===== config.mk =====
export PLATFORM = sky130hd
export DESIGN_NAME = xcorr_mac_sched_flat
export DESIGN_NICKNAME = d
export VERILOG_FILES = /design/src/rtl/xcorr_mac_sched_if.sv /design/src/rtl/xcorr_mac_sched.sv /design/src/flat_wrapper.sv
export SDC_FILE = /design/constraint.sdc
export NUM_CORES = 1
export LEC_CHECK = 0
export ABC_AREA = 1
export ABC_CLOCK_PERIOD_IN_PS = 6500
export BUFFER_PORTS_ARGS = -buffer_cell sky130_fd_sc_hd__buf_2
export CAP_MARGIN = 40
export CORE_MARGIN = 10
export CORE_UTILIZATION = 53
export DETAILED_ROUTE_END_ITERATION = 16
export PLACE_DENSITY_LB_ADDON = 0.12
export SYNTH_ARGS = -nofsm -noshare
export SYNTH_HDL_FRONTEND = slang
export SYNTH_SLANG_ARGS = --single-unit
export TNS_END_PERCENT = 10

===== constraint.sdc =====
create_clock -name clk -period 6.5 [get_ports clk]
set_input_delay 0.325 -clock clk [delete_from_list [all_inputs] [get_ports clk]]
set_output_delay 0.325 -clock clk [all_outputs]
set_load 0.01 [all_outputs]

===== src/rtl/xcorr_mac_sched_if.sv =====
// Bundle of control, sample-buffer read, MAC operand/result and lag-result handshake signals.
// master = the sequencer, slave = the RAMs / MAC / result sink around it.
interface xcorr_mac_sched_if #(
  parameter int DW    = 16,
  parameter int AW    = 8,
  parameter int ACC_W = 48
);
  logic             start;
  logic [AW:0]      len;
  logic [AW-1:0]    max_lag;
  logic             busy;
  logic             done;
  logic             cfg_err;

  logic             rd_en;
  logic [AW-1:0]    rd_addr_x;
  logic [AW-1:0]    rd_addr_y;
  logic [DW-1:0]    x_data;
  logic [DW-1:0]    y_data;

  logic [DW-1:0]    mac_a;
  logic [DW-1:0]    mac_b;
  logic             mac_vld;
  logic             mac_first;
  logic [ACC_W-1:0] mac_p;

  logic [ACC_W-1:0] res_data;
  logic [AW-1:0]    res_lag;
  logic             res_valid;
  logic             res_ready;

  modport master (
    input  start, len, max_lag, x_data, y_data, mac_p, res_ready,
    output busy, done, cfg_err, rd_en, rd_addr_x, rd_addr_y,
           mac_a, mac_b, mac_vld, mac_first, res_data, res_lag, res_valid
  );

  modport slave (
    output start, len, max_lag, x_data, y_data, mac_p, res_ready,
    input  busy, done, cfg_err, rd_en, rd_addr_x, rd_addr_y,
           mac_a, mac_b, mac_vld, mac_first, res_data, res_lag, res_valid
  );
endinterface


===== src/rtl/xcorr_mac_sched.sv =====
// Cross-correlation sequencer: per lag, (len-k) reads + 1 + MAC_LAT cycles to a result.
// Result held on res_valid until res_ready; the stall is unbounded and freezes all MAC traffic.
module xcorr_mac_sched #(
  parameter int DW      = 16,
  parameter int AW      = 8,
  parameter int ACC_W   = 48,
  parameter int MAC_LAT = 3
) (
  input  logic               clk,
  input  logic               rst,
  xcorr_mac_sched_if.master  bus
);

  localparam logic [1:0] S_IDLE  = 2'd0;
  localparam logic [1:0] S_FETCH = 2'd1;
  localparam logic [1:0] S_DRAIN = 2'd2;
  localparam logic [1:0] S_OUT   = 2'd3;

  localparam int CW = (MAC_LAT < 1) ? 1 : $clog2(MAC_LAT + 1);

  logic [1:0]       state_q, state_d;
  logic [AW:0]      len_q, len_d;
  logic [AW-1:0]    max_lag_q, max_lag_d;
  logic [AW-1:0]    k_q, k_d;
  logic [AW-1:0]    i_q, i_d;
  logic [CW-1:0]    cnt_q, cnt_d;
  logic             mac_vld_q, mac_vld_d;
  logic             mac_first_q, mac_first_d;
  logic [ACC_W-1:0] res_data_q, res_data_d;
  logic [AW-1:0]    res_lag_q, res_lag_d;
  logic             res_valid_q, res_valid_d;
  logic             done_q, done_d;
  logic             cfg_err_q, cfg_err_d;

  logic             cfg_bad;
  logic [AW:0]      last_i;
  logic             fetching;
  logic [DW-1:0]    x_sel, y_sel;

  assign cfg_bad = (bus.len == '0) || ({1'b0, bus.max_lag} >= bus.len);
  // Last i of the current lag; k < len is guaranteed once a start is accepted.
  assign last_i  = len_q - {{AW{1'b0}}, 1'b1} - {1'b0, k_q};

  always_comb begin
    state_d     = state_q;
    len_d       = len_q;
    max_lag_d   = max_lag_q;
    k_d         = k_q;
    i_d         = i_q;
    cnt_d       = cnt_q;
    res_data_d  = res_data_q;
    res_lag_d   = res_lag_q;
    res_valid_d = res_valid_q;
    mac_vld_d   = 1'b0;
    mac_first_d = 1'b0;
    done_d      = 1'b0;
    cfg_err_d   = 1'b0;

    case (state_q)
      S_IDLE: begin
        if (bus.start) begin
          if (cfg_bad) begin
            cfg_err_d = 1'b1;
          end else begin
            len_d     = bus.len;
            max_lag_d = bus.max_lag;
            k_d       = '0;
            i_d       = '0;
            state_d   = S_FETCH;
          end
        end
      end

      S_FETCH: begin
        // Operands arrive one cycle after the read, so the MAC strobe is a delayed copy.
        mac_vld_d   = 1'b1;
        mac_first_d = (i_q == '0);
        if ({1'b0, i_q} == last_i) begin
          cnt_d   = '0;
          state_d = S_DRAIN;
        end else begin
          i_d = i_q + 1'b1;
        end
      end

      S_DRAIN: begin
        if (cnt_q == CW'(MAC_LAT)) begin
          res_data_d  = bus.mac_p;
          res_lag_d   = k_q;
          res_valid_d = 1'b1;
          state_d     = S_OUT;
        end else begin
          cnt_d = cnt_q + 1'b1;
        end
      end

      S_OUT: begin
        if (bus.res_ready) begin
          res_valid_d = 1'b0;
          if (k_q == max_lag_q) begin
            done_d  = 1'b1;
            state_d = S_IDLE;
          end else begin
            k_d     = k_q + 1'b1;
            i_d     = '0;
            state_d = S_FETCH;
          end
        end
      end

      default: state_d = S_IDLE;
    endcase
  end

  always_ff @(posedge clk) begin
    if (rst) begin
      state_q     <= S_IDLE;
      len_q       <= '0;
      max_lag_q   <= '0;
      k_q         <= '0;
      i_q         <= '0;
      cnt_q       <= '0;
      mac_vld_q   <= 1'b0;
      mac_first_q <= 1'b0;
      res_data_q  <= '0;
      res_lag_q   <= '0;
      res_valid_q <= 1'b0;
      done_q      <= 1'b0;
      cfg_err_q   <= 1'b0;
    end else begin
      state_q     <= state_d;
      len_q       <= len_d;
      max_lag_q   <= max_lag_d;
      k_q         <= k_d;
      i_q         <= i_d;
      cnt_q       <= cnt_d;
      mac_vld_q   <= mac_vld_d;
      mac_first_q <= mac_first_d;
      res_data_q  <= res_data_d;
      res_lag_q   <= res_lag_d;
      res_valid_q <= res_valid_d;
      done_q      <= done_d;
      cfg_err_q   <= cfg_err_d;
    end
  end

  assign fetching      = (state_q == S_FETCH);
  assign bus.rd_en     = fetching;
  assign bus.rd_addr_x = fetching ? i_q + k_q : '0;
  assign bus.rd_addr_y = fetching ? i_q : '0;

  // Operands pass straight from the RAM outputs; gated so idle/reset cycles show zero.
  assign x_sel         = mac_vld_q ? bus.x_data : '0;
  assign y_sel         = mac_vld_q ? bus.y_data : '0;
  assign bus.mac_a     = x_sel;
  assign bus.mac_b     = y_sel;
  assign bus.mac_vld   = mac_vld_q;
  assign bus.mac_first = mac_first_q;

  assign bus.res_data  = res_data_q;
  assign bus.res_lag   = res_lag_q;
  assign bus.res_valid = res_valid_q;
  assign bus.busy      = (state_q != S_IDLE);
  assign bus.done      = done_q;
  assign bus.cfg_err   = cfg_err_q;

endmodule


===== src/flat_wrapper.sv =====
// flat-port wrapper written by rule: the top's interface ports become plain ports
module xcorr_mac_sched_flat 
#(
  parameter int DW      = 16,
  parameter int AW      = 8,
  parameter int ACC_W   = 48,
  parameter int MAC_LAT = 3
)
  (clk, rst, bus_start, bus_len, bus_max_lag, bus_x_data, bus_y_data, bus_mac_p, bus_res_ready, bus_busy, bus_done, bus_cfg_err, bus_rd_en, bus_rd_addr_x, bus_rd_addr_y, bus_mac_a, bus_mac_b, bus_mac_vld, bus_mac_first, bus_res_data, bus_res_lag, bus_res_valid);
  xcorr_mac_sched_if #(.DW(DW), .AW(AW), .ACC_W(ACC_W)) bus_i ();
  input  logic clk;
  input  logic rst;
  input wire logic [$bits(bus_i.start)-1:0] bus_start;
  input wire logic [$bits(bus_i.len)-1:0] bus_len;
  input wire logic [$bits(bus_i.max_lag)-1:0] bus_max_lag;
  input wire logic [$bits(bus_i.x_data)-1:0] bus_x_data;
  input wire logic [$bits(bus_i.y_data)-1:0] bus_y_data;
  input wire logic [$bits(bus_i.mac_p)-1:0] bus_mac_p;
  input wire logic [$bits(bus_i.res_ready)-1:0] bus_res_ready;
  output wire logic [$bits(bus_i.busy)-1:0] bus_busy;
  output wire logic [$bits(bus_i.done)-1:0] bus_done;
  output wire logic [$bits(bus_i.cfg_err)-1:0] bus_cfg_err;
  output wire logic [$bits(bus_i.rd_en)-1:0] bus_rd_en;
  output wire logic [$bits(bus_i.rd_addr_x)-1:0] bus_rd_addr_x;
  output wire logic [$bits(bus_i.rd_addr_y)-1:0] bus_rd_addr_y;
  output wire logic [$bits(bus_i.mac_a)-1:0] bus_mac_a;
  output wire logic [$bits(bus_i.mac_b)-1:0] bus_mac_b;
  output wire logic [$bits(bus_i.mac_vld)-1:0] bus_mac_vld;
  output wire logic [$bits(bus_i.mac_first)-1:0] bus_mac_first;
  output wire logic [$bits(bus_i.res_data)-1:0] bus_res_data;
  output wire logic [$bits(bus_i.res_lag)-1:0] bus_res_lag;
  output wire logic [$bits(bus_i.res_valid)-1:0] bus_res_valid;
  assign bus_i.start = bus_start;
  assign bus_i.len = bus_len;
  assign bus_i.max_lag = bus_max_lag;
  assign bus_i.x_data = bus_x_data;
  assign bus_i.y_data = bus_y_data;
  assign bus_i.mac_p = bus_mac_p;
  assign bus_i.res_ready = bus_res_ready;
  assign bus_busy = bus_i.busy;
  assign bus_done = bus_i.done;
  assign bus_cfg_err = bus_i.cfg_err;
  assign bus_rd_en = bus_i.rd_en;
  assign bus_rd_addr_x = bus_i.rd_addr_x;
  assign bus_rd_addr_y = bus_i.rd_addr_y;
  assign bus_mac_a = bus_i.mac_a;
  assign bus_mac_b = bus_i.mac_b;
  assign bus_mac_vld = bus_i.mac_vld;
  assign bus_mac_first = bus_i.mac_first;
  assign bus_res_data = bus_i.res_data;
  assign bus_res_lag = bus_i.res_lag;
  assign bus_res_valid = bus_i.res_valid;
  xcorr_mac_sched #(.DW(DW), .AW(AW), .ACC_W(ACC_W), .MAC_LAT(MAC_LAT)) u_core (.clk(clk), .rst(rst), .bus(bus_i));
endmodule

After elaboration in Yosys (flattened, before gate mapping)
Cells that the tools add are included.
{"block": "word_totals", "in_bits": 101, "wordCells": 88, "output_inout_bits": 111, "ff_bits": 98}
{"block": "classes", "n_lt_le_gt_ge": 1, "n_reduce_logical": 19, "eq_ne": 14, "n_mux": 29, "bitwise": 6, "addsub": 6}
{"op": "2-to-1 mux 8 bit", "count": 9}
{"op": "2-to-1 mux 16 bit", "count": 2}
{"op": "case mux 8 bit (3 select lines)", "count": 1}
{"op": "adder 8 x 1 -> 8 bit, second input constant", "count": 2}
{"op": "case mux 8 bit (2 select lines)", "count": 1}
{"op": "2-to-1 mux 2 bit", "count": 7}
{"op": "!= test 2 bit, second input constant", "count": 7}
{"op": "AND reduction 5 bit", "count": 2}
{"op": "equality test 8 x 9 -> 1 bit", "count": 1}
{"op": "greater-or-equal comparator 8 x 9 -> 1 bit", "count": 1}
{"op": "logical NOT 9 bit", "count": 1}
{"op": "AND reduction 3 bit", "count": 3}
{"op": "subtractor 9 x 1 -> 9 bit, second input constant", "count": 1}
{"op": "subtractor 9 x 8 -> 9 bit", "count": 1}
{"op": "adder 8 bit", "count": 1}
{"op": "equality test 8 bit", "count": 1}
{"op": "logical NOT 8 bit", "count": 1}
{"op": "case mux 2 bit (4 select lines)", "count": 1}
{"op": "nonzero test 2 bit", "count": 4}
{"op": "equality test 2 bit, second input constant", "count": 3}
{"op": "2-to-1 mux 1 bit", "count": 6}
{"op": "inverter 1 bit", "count": 6}
{"op": "AND reduction 6 bit", "count": 1}
{"op": "OR reduction 3 bit", "count": 2}
{"op": "other kinds (10)", "count": 10}

Logic depth before layout (Yosys ltp)
Gate-level depths: netlist of run 1.
{"block": "logic_depth", "depth_word": 5, "mapped_depth": 17, "ltp_nobuf": 17}

Worst setup path after synthesis of run 1
Ideal clock, no wire load.
{"block": "synth_timing", "path_kind": "register -> register", "startpoint": "register u_core.k_q[0]", "endpoint": "register u_core.state_q[0]", "required_ns": 6.387, "setup_ns": 0.113, "slack_ns": 4.235, "arrival_time_ns": 2.153, "path_buffers": 0, "stages_incl_launch_ff": 17, "synth_period_minus_slack_ns": 2.265, "path_cell_list": "dfxtp_1 inv_1 ha_1 fa_1 inv_1 nand2_1 nand2_1 nor2_1 nand3_1 nor2_1 nand2_1 nor2_4 nand3_1 nand2_2 nand2_2 nor2_1 nor2_1"}
{"block": "synth_between", "elab_chain_cells": 4, "elab_cells_between_ends": 8, "classes_between": "add/sub (1); eq/ne (3); mux (3); reduce/logical (1)"}
{"item": "start: declaration", "line_no": "xcorr_mac_sched.sv:24", "rtl": "logic [AW-1:0] k_q, k_d;"}
{"item": "start signal: assignment", "line_no": "xcorr_mac_sched.sv:134", "rtl": "k_q <= k_d;"}
{"item": "subtractor 9 x 8 -> 9 bit / equality test 8 bit (equally long branches)", "line_no": "xcorr_mac_sched.sv:42, xcorr_mac_sched.sv:100"}
{"item": "equality test 8 x 9 -> 1 bit / 2-to-1 mux 1 bit (equally long branches)", "line_no": "xcorr_mac_sched.sv:78, xcorr_mac_sched.sv:100"}
{"item": "!= test 2 bit (no source line) / 2-to-1 mux 2 bit (equally long branches)"}
{"item": "AND reduction 5 bit (no source line) / case mux 2 bit (4 select lines) (equally long branches)"}
{"item": "end signal: assignment", "line_no": "xcorr_mac_sched.sv:131", "rtl": "state_q <= state_d;"}
{"item": "end: declaration", "line_no": "xcorr_mac_sched.sv:21", "rtl": "logic [1:0] state_q, state_d;"}
Parallel ways exist; a longest one is shown, timed or not. The select of a mux whose other input is x is not followed.
A chain may end at the register's enable or synchronous reset.

Worst setup path in the final report of run 1
{"block": "layout_timing", "startpoint": "register u_core.i_q[0]", "endpoint": "output bus_rd_addr_x[6]"}
{"block": "layout_between", "elab_chain_cells": 2}
{"item": "start: declaration", "line_no": "xcorr_mac_sched.sv:25", "rtl": "logic [AW-1:0] i_q, i_d;"}
{"item": "start signal: assignment", "line_no": "xcorr_mac_sched.sv:135", "rtl": "i_q <= i_d;"}
{"item": "adder 8 bit", "line_no": "xcorr_mac_sched.sv:149", "rtl": "assign bus.rd_addr_x = fetching ? i_q + k_q : '0;"}
{"item": "2-to-1 mux 8 bit", "line_no": "xcorr_mac_sched.sv:149"}
{"item": "end: declaration", "line_no": "flat_wrapper.sv:24", "rtl": "output wire logic [$bits(bus_i.rd_addr_x)-1:0] bus_rd_addr_x;"}
Every way passes these cells.

==> summary.md, run 1 <==
| Metric | Value |
|---|---|
| Worst-Margin Slew | `slightly above 700 ps` |
| Starting density of the core | `around 54%` |
| Fin. Hold Viols | `0` |
| MaxCap Viol Count | `0` |
| Number of global-route vias before repair | `roughly 5300` |
| Routability cong. | `between 0.9 and 1` |
| Hold Path Stages | `3` |
| Setup TNS | `0 ps` |
| Top Ports | `212` |
| Hold_buf cts | `0` |
| Clock-pin slew on the worst setup and hold paths | `100 ps` |
| # H-tree levels | `3` |
| Die ar. | `roughly 0.015 mm^2` |
| Critical path launch point | `u_core.i_q[0]$_SDFFE_PP0P_` |
| Hold_sp | `bus_mac_p[4]` |
| DIE WIDTH | `122 um` |
| GRT Residual Overflow | `0` |
| R2R cell count | `16` |
| Syn avg cell area | `between 6 and 7 um^2` |
| Min cycle time layout | `2780 ps` |
| Unrepaired setup endpoints after global routing | `false` |
| DP Wirelength | `12.6 mm` |
| F_max | `360 MHz` |
| Placed Instances | `roughly 1100` |
| CTS sink cnt | `between 90 and 100` |
| Post-synth top area cell | `dfxtp_1` |
| CTS max path bufs | `2` |
| Library cells used by synthesis | `34` |
| IR drop worst, VDD | `~170 uV` |
| Number of vias per cell | `~4.9` |
| Core Area | `between 0.01 and 0.015 mm^2` |
| CP arrival | `~2500 ps` |
| Clk_lat worst skew | `about 370 ps` |
| Final setup fails | `0` |
| Synth Net Count | `roughly 960` |
| Crit start category | `register` |
| CP top delay family | `adder cells` |
| Setup bufs post-CTS | `0` |
| Total power | `about 2.1 mW` |
| Non-filler cells, final | `between 1000 and 1500` |
| Final Net Count | `approximately 1200` |
| Register area share after synthesis | `35.9%` |
| ANT nets after route | `0` |
| Global-route wire length before repair | `25.5 mm` |
| CTS resizes | `0` |
| Routed WL | `~16 mm` |
| Diode count | `0` |
| Worst Setup Path Type | `reg -> out` |
| Place WS | `3920 ps` |
| CTS root buf | `clkbuf_8` |
| Final Util | `67.0%` |
| Final period utilization | `between 40% and 50%` |
| Clock skew | `6.97 ps` |
| Detailed Route Iter0 Violations | `317` |
| Relative slew margins | `between 50% and 60%` |
| Top cells by area, synth | `dfxtp_1 36%, nand2_1 11%, nor2_1 10%, inv_1 8.2%, o21ai_0 7.9%` |
| #FFs+latches synth | `roughly 100` |
| Post-Syn Area | `roughly 0.0055 mm^2` |
| Top cell by count, worst path | `nand2_1` |
| WP depth | `12` |
| CP max stage delay | `440 ps` |
| Synth Warn # | `0` |
| P per Cell Area | `roughly 300 mW/mm^2` |
| Overall global routing resource usage | `20.7%` |
| Synth top area share | `35.9%` |
| Reg2Reg Launch Point | `u_core.k_q[0]$_SDFFE_PP0P_` |
| Antenna violations before repair | `0` |
| Setup crit end kind | `output port` |
| Area Growth Syn to Fin | `25.0%` |
| Pleak | `between 3 and 4 nW` |
| Rows | `37` |
| Critical Path RT | `6170 ps` |
| Slew Limit Fails | `0` |
| TritonCTS clock tree | `built` |
| Hold WC Path Type | `in -> reg` |
| DR vias | `5634` |
| Critical path cell sequence | `ha_1 -> fa_1 -> nand2_1 -> inv_1 -> o21ai_0 -> nand2_1 -> nand2_1 -> nand2_1 -> a21oi_1 -> xor2_1 -> nor2_1 -> buf_2` |
| Clock buffer count from CTS | `9` |
| Remaining DRCs | `0` |
| Die height | `roughly 120 um` |
| Final WS setup | `~3700 ps` |
| Cells after Synth | `roughly 800` |
| First-pass DRT Iterations | `5` |
| Status | `finished clean` |
| CP max stage cell | `dfxtp_1` |
| PortBufs | `between 200 and 250` |
| Drt wl/cell | `about 14 um` |
| Share of layout cells above drive strength 1 | `between 20% and 30%` |
| Worst-path fanout max | `8` |
| Largest net degree at the start of global routing | `63` |
| Worst path bufs/invs | `2` |
## layout by cell type (no fill, tap or decap), drive strengths merged
cell type,count
nand3b,4
xnor2,5
nor2,152
nor3,5
a21boi,1
a21oi,49
dfxtp,98
clkinv,4
or2,2
nor4,4
inv,124
ha,32
nand4,8
xor2,10
o21ai,88
buf,216
clkinvlp,1
fa,2
o21a,1
bufinv,1
nand3,44
nand2,162
clkbuf,9
## tightest hold or removal path: stages
cell and delay [ps]:
buf_2 70, o21ai_0 70, nor2_1 70
## cell type report
class | count | area [um^2]
fill | 969 | 3360
clock buffer | 9 | 124
clock inverter | 7 | 77.6
sequential | 98 | 1960
tap | 136 | 170
inverter | 123 | 462
timing repair buffer | 216 | 1130
multi-input combinational | 569 | 2900
## worst paths after layout
| check | slack, ps | endpoint |
|---|---|---|
| hold / removal | 190 | u_core.bus.res_data[4]$_SDFFE_PP0P_ |
| setup reg to reg | 3900 | u_core.cnt_q[1]$_SDFFE_PP0P_ |
| setup / recovery | 3720 | bus_rd_addr_x[6] |
| hold reg to reg | 460 | u_core.len_q[3]$_SDFFE_PP0P_ |
## kinds of logic (layout without fill, tap and decap cells)
logic type / count (synthesis) / after routing / share of synthesized area, %
adder cells (fa/ha/maj): 34 / 34 / 8.06
AND/OR/NAND/NOR: 381 / 381 / 29.3
XOR/XNOR: 15 / 15 / 2.40
AO/OA/AOI/OAI: 139 / 139 / 13.4
buffers and inverters: 156 / 355 / 10.9
flip-flops: 98 / 98 / 35.9
## synthesized netlist by cell type, drive strengths merged
cell and count:
ha 32, or2 2, xnor2 5, a21oi 49
fa 2, inv 123, o21ai 88, nor2 152
nand3 44, nand2 162, dfxtp 98, nand3b 4
buf 4, a21boi 1, xor2 10, o21a 1
clkbuf 29, nor4 4, nand4 8, nor3 5
## power by group
| part | leakage, nW | switching [mW] | internal (mW) | total (mW) |
|---|---|---|---|---|
| clock network | 0.0998 | 0.216 | 0.180 | 0.396 |
| logic | 2.88 | 0.557 | 0.346 | 0.903 |
| registers | 0.795 | 0.0997 | 0.676 | 0.775 |
## routing by layer
metal	vias up	GRT usage (%)	share of wire, %
li1	2968	-	-
met3	20	8.60	12
met4	0	6.26	1.6
met5	-	0	0
met1	2403	24.8	41
met2	243	33.3	45
## sequential cells by signal, summed over array words and instances, names as in the netlist, 2 cells and up
register / cells
u_core.bus.res_data: 48
u_core.bus.res_lag: 8
u_core.cnt_q: 2
u_core.i_q: 8
u_core.k_q: 8
u_core.len_q: 9
u_core.max_lag_q: 8
u_core.state_q: 2
## per-stage QoR
stage / area (um^2) / hold WS [ps]
after global placement: 6570 / 440
final: 6830 / 194
after detailed placement: 6630 / 447
after global routing: 6830 / 197
after CTS: 6830 / 181
after floorplan: 5460 / 427
(Power assumes the default switching activity.)
==> run 2, diff against run 1 <==
ABC_AREA = 0   (was 1)
ABC_CLOCK_PERIOD_IN_PS = 2800   (was 6500)
CORE_UTILIZATION = 49   (was 53)
clock period = 2.8 ns   (was 6.5 ns; I/O delays follow)
==> run 2 against run 1 <==
Register-to-register slack got worse by 3800 ps. Non-clock buffer count rose by 53. Critical path type is now reg -> reg. Count of clock-buffer cells in the layout rose by 1. Routed wire length rose by 8.1%. Sequential power rose by 100%. Sequential cell count did not move. Via count fell by 4.4%. Utilization rose by 1.3 points. Synthesized area fell by 4.5%. First-iteration DRC count fell by 7.6%. Sequential share of layout area fell by 1.1 points.
==> summary.md, run 2 <==
| Metric | Value |
|---|---|
| Status | `finished clean` |
| Number of vias per cell | `around 5.2` |
| Routed WL | `17.2 mm` |
| Synth Warn # | `0` |
| Critical Path RT | `3090 ps` |
| Final setup fails | `0` |
| Post-Syn Area | `roughly 0.0052 mm^2` |
| CTS max path bufs | `2` |
| Core Area | `about 0.010 mm^2` |
| Relative slew margins | `approximately half` |
| #FFs+latches synth | `98` |
| Place WS | `-125 ps` |
| Synth top area share | `37.6%` |
| Remaining DRCs | `0` |
| Starting density of the core | `between 50% and 60%` |
| Pleak | `between 3 and 4 nW` |
| DP Wirelength | `around 13 mm` |
| # H-tree levels | `3` |
| DR vias | `roughly 5400` |
| Synth top cells by count | `133 x nand2_1, 98 x dfxtp_1, 74 x a21oi_1` |
| Slew Limit Fails | `0` |
| Drt wl/cell | `~17 um` |
| GRT Residual Overflow | `0` |
| Cells after Synth | `between 600 and 700` |
| Die height | `around 120 um` |
| Final Net Count | `1028` |
| Top Ports | `212` |
| P per Cell Area | `between 500 and 600 mW/mm^2` |
| Area Growth Syn to Fin | `35.9%` |
| Top cells by area, synth | `dfxtp_1 38%, nand2_1 9.6%, ha_1 7.7%, a21oi_1 7.1%, and2_1 5.9%` |
| CTS root buf | `clkbuf_8` |
| Post-synth top area cell | `dfxtp_1` |
| MaxCap Viol Count | `0` |
| Worst-path fanout max | `4` |
| Clk_lat worst skew | `360 ps` |
| ANT nets after route | `0` |
| Setup crit end kind | `register` |
| Synth Net Count | `784` |
| Clock-pin slew on the worst setup and hold paths | `roughly 100 ps` |
| Number of synthesized flops with an enable pin | `0` |
| Clock skew | `around 14 ps` |
| F_max | `372 MHz` |
| Unrepaired setup endpoints after global routing | `true` |
| CTS sink cnt | `between 90 and 100` |
| Min cycle time layout | `2690 ps` |
| Fin. Hold Viols | `0` |
| Worst-Margin Slew | `around 750 ps` |
| Hold WC Path Type | `in -> reg` |
| Number of global-route vias before repair | `approximately 5300` |
| Largest net degree at the start of global routing | `between 70 and 80` |
| Crit start category | `register` |
| Commonest non-fill, non-tap cell in the layout | `buf_2` |
| Top_reg_cell synth | `dfxtp_1` |
| Worst Setup Path Type | `reg -> reg` |
| Largest register FFs | `between 40 and 50` |
| Global-route wire length before repair | `26.2 mm` |
| Async SR Flop Fraction | `0%` |
| Most frequent cell after synthesis | `nand2_1` |
| Die ar. | `between 0.015 and 0.02 mm^2` |
| Filler instances | `860` |
| TritonCTS clock tree | `built` |
| Final Util | `~70%` |
| First-pass DRT Iterations | `5` |
| Register area share after synthesis | `roughly 38%` |
| PortBufs | `~210` |
| Final period utilization | `96.1%` |
| Share of layout cells above drive strength 1 | `30.4%` |
| Commonest non-fill, non-tap cells in the layout | `211 x buf_2, 132 x nand2_1, 98 x dfxtp_1, 73 x a21oi_1, 48 x and2_1` |
| IR drop worst, VDD | `about 460 uV` |
| Detailed Route Iter0 Violations | `293` |
| Clock buffer count from CTS | `9` |
| Overall global routing resource usage | `around a fifth` |
| Final WS setup | `108 ps` |
| Library cells used by synthesis | `56` |
| Antenna violations before repair | `1` |
| Syn avg cell area | `8.04 um^2` |
| DIE WIDTH | `roughly 120 um` |
| Routability cong. | `approximately 0.95` |
| CP arrival | `2980 ps` |
| Rows | `37` |
==> run 2: cell types whose count changed after synthesis, sizes merged, moves of 11 or more <==
cell | previous run | this run
and2 | 0 | 50
inv | 123 | 28
o21ai | 88 | 14
nor2 | 152 | 33
nand2 | 162 | 133
a21oi | 49 | 75
mux2i | 0 | 18
nand3 | 44 | 15
xnor2 | 5 | 16
==> run 2: final timing paths <==
kind | slack (ps) | to | cells after the start | start
max | 110 | u_core.i_q[7]$_SDFFE_PP0P_ | 11 | u_core.k_q[0]$_SDFFE_PP0P_
max reg2reg | 110 | u_core.i_q[7]$_SDFFE_PP0P_ | 11 | u_core.k_q[0]$_SDFFE_PP0P_
min | 10 | u_core.bus.res_data[18]$_SDFFE_PP0P_ | 3 | bus_mac_p[18]
min reg2reg | 460 | u_core.bus.res_data[0]$_SDFFE_PP0P_ | 2 | u_core.bus.res_data[0]$_SDFFE_PP0P_
==> run 2: critical path: stages (launching register included) <==
cell and delay [ps]:
dfxtp_1 340, inv_1 50, ha_1 220, fa_2 390
a211oi_4 240, buf_4 160, o21bai_1 90, a21oi_2 180
xnor2_2 100, and3_4 190, or4_1 490, a31oi_1 160
==> run 2: cells by family (layout without fill, tap and decap cells) <==
family | count (synthesis) | after routing | synth area share [%]
and+or+nand+nor | 278 | 278 | 25.6
AOI/OAI and AO/OA | 127 | 127 | 14.8
DFF | 98 | 98 | 37.6
buffers and inverters | 64 | 313 | 4.80
adders and majority gates | 34 | 34 | 8.44
xor gates and xnor gates | 30 | 30 | 5.30
muxes | 18 | 18 | 3.45
other | 0 | 1 | 0
==> run 2: layer usage <==
metal | part of all wire [%] | GRT usage [%] | vias up
met5 | 0 | 0 | -
met4 | 2.9 | 9.24 | 0
met3 | 10 | 5.38 | 33
met2 | 49 | 36.8 | 226
met1 | 38 | 24.2 | 2447
li1 | - | - | 2681
==> run 2: repair_timing <==
action,4_1_cts,5_1_grt
setup buffers,0,1
hold endpoints to repair,30,1
hold buffers,30,1
pin swaps,1,2
gates resized for setup,4,9
endpoints found under the setup margin,6,11
==> run 2: power breakdown <==
| group | leakage, nW | switching, mW | total, mW | internal (mW) |
|---|---|---|---|---|
| logic | 2.49 | 0.830 | 1.50 | 0.670 |
| clock network | 0.0934 | 0.533 | 0.900 | 0.367 |
| registers | 0.792 | 0.0922 | 1.56 | 1.47 |
| total | 3.38 | 1.46 | 3.96 | 2.51 |
==> run 2: layout make-up <==
| cell class | instances | area (um^2) | share of cell area (%) |
|---|---|---|---|
| Multi-Input combinational cell | 487 | 3080 | 43.4 |
| Sequential cell | 98 | 1960 | 27.7 |
| Timing Repair Buffer | 269 | 1580 | 22.3 |
| Tap cell | 136 | 170 | 2.40 |
| Clock buffer | 10 | 138 | 1.94 |
| Inverter | 28 | 105 | 1.48 |
| Clock inverter | 6 | 55.1 | 0.777 |
| Antenna cell | 1 | 2.50 | 0.0353 |
==> run 2: through the flow <==
| step | TNS [ps] | instance area (um^2) | power (mW) | hold WS [ps] | instances |
|---|---|---|---|---|---|
| after global placement | -12.3 | 6510 | 2.94 | 366 | 986 |
| after CTS | 0 | 7030 | 3.93 | 0.0328 | 1032 |
| final | 0 | 7090 | 3.96 | 12.1 | 1035 |
| after floorplan | 0 | 5220 | 2.49 | 216 | 649 |
| after global routing | -174 | 7090 | 4.21 | 7.65 | 1035 |
| after detailed placement | -454 | 6510 | 2.98 | 361 | 986 |
